[config.mk]
export PLATFORM = sky130hd
export DESIGN_NAME = branch_resolve_queue
export DESIGN_NICKNAME = d
export VERILOG_FILES = /design/src/rtl/branch_resolve_queue.sv
export SDC_FILE = /design/constraint.sdc
export NUM_CORES = 2
export LEC_CHECK = 0
export BUFFER_PORTS_ARGS = -buffer_cell sky130_fd_sc_hd__buf_2
export CAP_MARGIN = 20
export CORE_MARGIN = 2
export CORE_UTILIZATION = 67
export DETAILED_ROUTE_END_ITERATION = 10
export PLACE_DENSITY = 0.85
export REMOVE_ABC_BUFFERS = 1
export SYNTH_ARGS = -nofsm -noshare
export SYNTH_HDL_FRONTEND = slang
export SYNTH_SLANG_ARGS = --single-unit
[constraint.sdc]
create_clock -name clk_in -period 18.5 [get_ports clk_in]
set_clock_uncertainty 0.05 [all_clocks]
set_input_delay 2.775 -clock clk_in [delete_from_list [all_inputs] [get_ports clk_in]]
set_output_delay 2.775 -clock clk_in [all_outputs]
set_load 0.01 [all_outputs]
[src/rtl/branch_resolve_queue.sv]
// In-order resolve queue for predicted RV32I conditional branches: CDB operand capture,
// oldest-first resolution, predictor update and mispredict redirect. Optional BRQ_STATS_EN adds counters.
module branch_resolve_queue #(
  parameter int unsigned DEPTH   = 8,
  parameter int unsigned DEPTH_W = 3
) (
  input  logic        clk_in,
  input  logic        rst_in,
  input  logic        rdy_in,
  input  logic        alloc_valid,
  input  logic [2:0]  alloc_funct3,
  input  logic [31:0] alloc_pc,
  input  logic [31:0] alloc_imm,
  input  logic        alloc_taken,
  input  logic [3:0]  alloc_rs1_tag,
  input  logic [3:0]  alloc_rs2_tag,
  input  logic [31:0] alloc_rs1_val,
  input  logic [31:0] alloc_rs2_val,
  input  logic [3:0]  cdb_tag,
  input  logic [31:0] cdb_val,
  output logic        full_out,
  output logic        upd_valid,
  output logic [31:0] upd_pc,
  output logic        upd_taken,
  output logic        predict_fail,
  output logic [31:0] redirect_addr
`ifdef BRQ_STATS_EN
  ,
  output logic [31:0] stat_resolved,
  output logic [31:0] stat_mispred
`endif
);

  localparam int unsigned XLEN  = 32;
  localparam int unsigned TAG_W = 4;
  localparam int unsigned CNT_W = DEPTH_W + 1;

  typedef struct packed {
    logic             valid;
    logic [2:0]       funct3;
    logic [XLEN-1:0]  pc;
    logic [XLEN-1:0]  imm;
    logic             pred;
    logic [TAG_W-1:0] rs1_tag;
    logic [XLEN-1:0]  rs1_val;
    logic [TAG_W-1:0] rs2_tag;
    logic [XLEN-1:0]  rs2_val;
  } entry_t;

  typedef enum logic {ST_RUN, ST_FLUSH} state_t;

  state_t             state, state_d;
  entry_t             q [DEPTH];
  entry_t             head_e, alloc_e;
  logic [DEPTH_W-1:0] head, tail;
  logic [CNT_W-1:0]   count, count_d;
  logic               ops_eq, ops_lt, ops_ltu, actual;
  logic               do_resolve, do_alloc, mispred;
  logic [XLEN-1:0]    target;

  assign head_e = q[head];

  // Head evaluation, alloc qualification and FSM next state
  always_comb begin
    state_d    = state;
    ops_eq     = head_e.rs1_val == head_e.rs2_val;
    ops_lt     = $signed(head_e.rs1_val) < $signed(head_e.rs2_val);
    ops_ltu    = head_e.rs1_val < head_e.rs2_val;
    actual     = 1'b0;
    case (head_e.funct3)
      3'b000:  actual = ops_eq;
      3'b001:  actual = !ops_eq;
      3'b100:  actual = ops_lt;
      3'b101:  actual = !ops_lt;
      3'b110:  actual = ops_ltu;
      3'b111:  actual = !ops_ltu;
      default: actual = 1'b0;
    endcase
    do_resolve = (state == ST_RUN) && head_e.valid &&
                 (head_e.rs1_tag == '0) && (head_e.rs2_tag == '0);
    mispred    = do_resolve && (actual != head_e.pred);
    do_alloc   = alloc_valid && !full_out && !predict_fail && (state == ST_RUN) && !mispred;
    target     = actual ? (head_e.pc + head_e.imm) : (head_e.pc + XLEN'(4));
    case (state)
      ST_RUN:   if (mispred) state_d = ST_FLUSH;
      ST_FLUSH: state_d = ST_RUN;
      default:  state_d = ST_RUN;
    endcase
  end

  // Occupancy after this edge
  always_comb begin
    count_d = count;
    if (mispred)                     count_d = '0;
    else if (do_alloc && !do_resolve) count_d = count + CNT_W'(1);
    else if (!do_alloc && do_resolve) count_d = count - CNT_W'(1);
  end

  // New entry, snooping the CDB in the same cycle
  always_comb begin
    alloc_e         = '0;
    alloc_e.valid   = 1'b1;
    alloc_e.funct3  = alloc_funct3;
    alloc_e.pc      = alloc_pc;
    alloc_e.imm     = alloc_imm;
    alloc_e.pred    = alloc_taken;
    alloc_e.rs1_tag = alloc_rs1_tag;
    alloc_e.rs1_val = alloc_rs1_val;
    alloc_e.rs2_tag = alloc_rs2_tag;
    alloc_e.rs2_val = alloc_rs2_val;
    if ((cdb_tag != '0) && (alloc_rs1_tag == cdb_tag)) begin
      alloc_e.rs1_tag = '0;
      alloc_e.rs1_val = cdb_val;
    end
    if ((cdb_tag != '0) && (alloc_rs2_tag == cdb_tag)) begin
      alloc_e.rs2_tag = '0;
      alloc_e.rs2_val = cdb_val;
    end
  end

  always_ff @(posedge clk_in or negedge rst_in) begin
    if (!rst_in)     state <= ST_RUN;
    else if (rdy_in) state <= state_d;
  end

  always_ff @(posedge clk_in or negedge rst_in) begin
    if (!rst_in) begin
      for (int i = 0; i < int'(DEPTH); i++) q[i] <= '0;
      head          <= '0;
      tail          <= '0;
      count         <= '0;
      full_out      <= 1'b0;
      upd_valid     <= 1'b0;
      upd_pc        <= '0;
      upd_taken     <= 1'b0;
      predict_fail  <= 1'b0;
      redirect_addr <= '0;
    end else if (rdy_in) begin
      upd_valid     <= do_resolve;
      upd_pc        <= do_resolve ? head_e.pc : '0;
      upd_taken     <= do_resolve && actual;
      predict_fail  <= mispred;
      redirect_addr <= mispred ? target : '0;
      count         <= count_d;
      full_out      <= count_d == CNT_W'(DEPTH);
      if (mispred) begin
        for (int i = 0; i < int'(DEPTH); i++) q[i].valid <= 1'b0;
        head <= '0;
        tail <= '0;
      end else begin
        for (int i = 0; i < int'(DEPTH); i++) begin
          if (q[i].valid && (cdb_tag != '0)) begin
            if (q[i].rs1_tag == cdb_tag) begin
              q[i].rs1_tag <= '0;
              q[i].rs1_val <= cdb_val;
            end
            if (q[i].rs2_tag == cdb_tag) begin
              q[i].rs2_tag <= '0;
              q[i].rs2_val <= cdb_val;
            end
          end
        end
        // Tail slot is never valid when an alloc is accepted, so this cannot clash with the snoop
        if (do_resolve) begin
          q[head].valid <= 1'b0;
          head          <= head + DEPTH_W'(1);
        end
        if (do_alloc) begin
          q[tail] <= alloc_e;
          tail    <= tail + DEPTH_W'(1);
        end
      end
    end
  end

`ifdef BRQ_STATS_EN
  always_ff @(posedge clk_in or negedge rst_in) begin
    if (!rst_in) begin
      stat_resolved <= '0;
      stat_mispred  <= '0;
    end else if (rdy_in) begin
      if (do_resolve) stat_resolved <= stat_resolved + 32'd1;
      if (mispred)    stat_mispred  <= stat_mispred + 32'd1;
    end
  end
`endif

endmodule

==> impl_metrics.env <==
export IMPL_outcome="finished, final reports clean"
export IMPL_routed_wl_mm=202
export IMPL_p_leak_nw=29.0
export IMPL_p_seq_share_pct=35.3
export IMPL_rsz0062_at_grt="no"
export IMPL_synth_top_area_cell="dfrtp_1"
export IMPL_avgSynthCellArea_sq_um=11.1
export IMPL_cts_sinks=1207
export IMPL_tritoncts="built"
export IMPL_finalHoldViolations=0
export IMPL_r2r_end="q[537]"
export IMPL_die_area_sq_um=91000
export IMPL_dpl_cell_area_sq_um=61200
export IMPL_max_slew_worst_pin_slew_ns=1.24
export IMPL_synth_async_reset_ratio_pct=100
export IMPL_cts_resized=0
export IMPL_finalCritPeriodShare_pct=54.7
export IMPL_die_x_um=302
export IMPL_synth_adder_area_share_pct=1.47
export IMPL_muxShareOfSynthArea_pct=12.7
export IMPL_cp_max_fo=67
export IMPL_initial_core_util_pct=67.4
export IMPL_dp_cells=6374
export IMPL_die_h_um=302
export IMPL_syn_inst=5366
export IMPL_fin_util_pct=74.5
export IMPL_grt_max_degree=180
export IMPL_synth_xor_area_share_pct=1.86
export IMPL_final_layout_size_suffix_gt1_share_pct=22.7
export IMPL_max_stage_delay_ns=0.90
export IMPL_synth_cell_area_sq_um=59400
export IMPL_ys_ff_latch=1207
export IMPL_yosysTopAreaCellShare_pct=50.9
export IMPL_finalSetupTns_ns=0
export IMPL_dp_hpwl_mm=113
export IMPL_clk_path_buf_depth=3
export IMPL_cp_common_cell="buf_4"
export IMPL_num_io_pins=248
export IMPL_grt_pass1_wl_mm=306
export IMPL_worstSetupPathDepth=19
export IMPL_drt_iter0_markers=7510
export IMPL_slowest_stage="buf_4"
export IMPL_synth_edf_count=0
export IMPL_path_delay_family="buffers and inverters"
export IMPL_reg2reg_depth=19
export IMPL_clkPwrFrac_pct=20.6
export IMPL_fin_total_pwr_w=0.0129
export IMPL_rrSetupSlack_ns=8.39
export IMPL_grt_usage_pct=43.9
export IMPL_root_buffer="clkbuf_16"
export IMPL_first_pass_iters=7
export IMPL_drv_cap=0
export IMPL_final_area_sq_um=65600
export IMPL_detail_route_antenna_nets=0
export IMPL_fin_cells=6613
export IMPL_synth_area_top_cells="dfrtp_1 51%, mux2_2 11%, a221o_1 5.6%"
export IMPL_finalMaxSlewViolations=0
export IMPL_p_sw_w=0.00529
export IMPL_num_vias=50500
export IMPL_intPower_w=0.00762
export IMPL_synth_simple_area_share_pct=9.27
export IMPL_port_buffers=247
export IMPL_syn_to_final_growth_pct=10.5
export IMPL_grt_pass1_vias=50800
export IMPL_cts_setup_buffers=0
export IMPL_clkTransAtPathRegs_ns=0.06
export IMPL_cp_num_buf_inv=5
export IMPL_fill_cells=5766
export IMPL_synth_top_flop_cell="dfrtp_1"
export IMPL_antenna_found_initial=17
export IMPL_drc=0
export IMPL_synth_top_family_by_area="compound AO/OA/AOI/OAI gates"
export IMPL_comb_power_share_pct=44.1
export IMPL_min_path_type="reg2reg"
export IMPL_power_share_switching_pct=41.0
export IMPL_htree_levels=3
export IMPL_setup_violations=0
export IMPL_end_kind="flop"
export IMPL_clock_latency_ns=0.73
export IMPL_vdd_ir_drop_max_mv=0.192
export IMPL_ys_types=94
export IMPL_path_class="reg2reg"
export IMPL_vias_per_cell=7.63
export IMPL_coreArea_sq_um=88100
export IMPL_ys_warn_count=0
export IMPL_cts_buffers=118
export IMPL_gp_congestion=0.944
export IMPL_wire_per_inst_um=30.5
export IMPL_worst_ep_arrival_time_ns=10.65
export IMPL_timing_rr_start="head[1]"
export IMPL_crit_chain="buf_4 -> clkinv_1 -> nor2_4 -> buf_4 -> a222oi_1 -> o21ai_0 -> a21oi_1 -> ha_1 -> nand4_1 -> nor4_1 -> o41a_1 -> nor4_1 -> o31ai_2 -> nand2_1 -> o21ai_4 -> buf_4 -> or2_4 -> buf_4 -> mux2_2"
export IMPL_power_per_cell_area_nw_per_um2=197
export IMPL_slew_headroom_pct=17.6
export IMPL_startpoint="head[1]"
export IMPL_min_period_ns=10.11
export IMPL_synth_compound_area_share_pct=20.2
export IMPL_hold_buffers=0
export IMPL_num_nets_final=5581
export IMPL_critPathLaunchType="flop"
export IMPL_row_count=109
export IMPL_fmax_ghz=0.0989
export IMPL_crit_required_ns=19.04
export IMPL_overflow=0
export IMPL_synth_seq_area_share_pct=50.9
export IMPL_cp_endpoint="q[537]"
worst register-to-register path: stages, from the launching register on:
cell,delay [ns]
dfrtp_4,0.88
buf_4,0.65
clkinv_1,0.58
nor2_4,0.24
buf_4,0.80
a222oi_1,0.27
o21ai_0,0.15
a21oi_1,0.08
ha_1,0.45
nand4_1,0.22
nor4_1,0.62
o41a_1,0.45
nor4_1,0.16
o31ai_2,0.80
nand2_1,0.60
o21ai_4,0.29
buf_4,0.90
or2_4,0.46
buf_4,0.83
mux2_2,0.52
layout by cell type (no fill, tap or decap), types with 45 or more instances in the layout:
master     instances
dfrtp_1         1204
mux2_2           571
nand2_1          478
nor2_1           390
a221o_1          331
o21ai_0          314
a22oi_1          275
buf_2            246
a32oi_1          133
clkbuf_16        120
buf_4            106
nand4_1           78
a221oi_1          74
a22o_1            68
ha_1              68
a21oi_1           67
xnor2_1           63
xor2_1            61
mux2i_1           59
nand3_1           51
and2_1            46
o2bb2ai_1         45
registers in the layout, indices dropped and copies added (netlist names):
name and count:
count 4, full_out 1, head 3, predict_fail 1, q 1128, redirect_addr 32, state 1, tail 3
upd_pc 32, upd_taken 1, upd_valid 1
routing by layer:
metal / track usage, % / wire length, um / vias up
met2: 65.7 / 88200 / 4196
met4: 30.2 / 16400 / 22
li1: - / - / 20100
met1: 54.6 / 69600 / 24900
met5: 0.725 / 215 / -
met3: 14.3 / 27400 / 1257
worst min path at each step:
stage                     startpoint  endpoint  slack (ns)  cells past startpoint
after floorplan               q[821]    q[821]        0.38                      2
after global placement        q[827]    q[827]        0.39                      2
after detailed placement      q[813]    q[813]        0.40                      2
after CTS                     q[813]    q[813]        0.42                      2
after global routing          q[843]    q[843]        0.45                      2
final                         q[813]    q[813]        0.42                      2
stage by stage:
stage | hold WS (ns) | setup slack, ns
floorplan | 0.383 | 1.40
global placement | 0.394 | 9.17
detailed placement | 0.403 | 8.86
CTS | 0.417 | 8.82
global route | 0.446 | 8.36
finish | 0.417 | 8.39
cell type report:
| class | instances | area (sq um) | share of cell area (%) |
|---|---|---|---|
| Sequential cell | 1207 | 30200 | 46.0 |
| Multi-Input combinational cell | 3612 | 27300 | 41.6 |
| Clock buffer | 165 | 3480 | 5.31 |
| Timing Repair Buffer | 358 | 2150 | 3.28 |
| Tap cell | 1165 | 1460 | 2.22 |
| Clock inverter | 57 | 823 | 1.25 |
| Inverter | 35 | 131 | 0.200 |
| Antenna cell | 14 | 35.0 | 0.0534 |
power by group through the flow:
stage | clock network, W | registers (W) | logic (W)
6_report | 0.00266 | 0.00456 | 0.00570
3_5_place_dp | 0 | 0.00451 | 0.00543
4_1_cts | 0.00265 | 0.00450 | 0.00550
3_3_place_gp | 0 | 0.00444 | 0.00524
2_1_floorplan | 0 | 0.00433 | 0.00376
5_1_grt | 0.00276 | 0.00463 | 0.00605
synth_stat cells (15+ instances only):
master	n
dfrtp_1	1207
mux2_2	571
nand2_1	480
nor2_1	392
clkbuf_1	371
a221o_1	331
o21ai_0	316
a22oi_1	276
a32oi_1	133
nand4_1	78
buf_2	75
a221oi_1	74
a21oi_1	71
a22o_1	68
ha_1	68
xnor2_1	63
xor2_1	61
buf_1	60
mux2i_1	59
nand3_1	54
and2_1	49
o2bb2ai_1	45
nor3_1	41
a2bb2oi_1	36
inv_1	32
o2bb2a_1	31
and3_1	30
a21o_1	24
nor2b_1	23
nor4_1	19
mux4_2	17
and4_1	15
kinds of logic after synthesis:
family,after synthesis
fa+ha+maj,69
mux,657
simple gates,1232
compound gates,1529
flops,1207
buf+inv,547
xor+xnor,125
No activity file was read; power rests on OpenSTA's default activity.
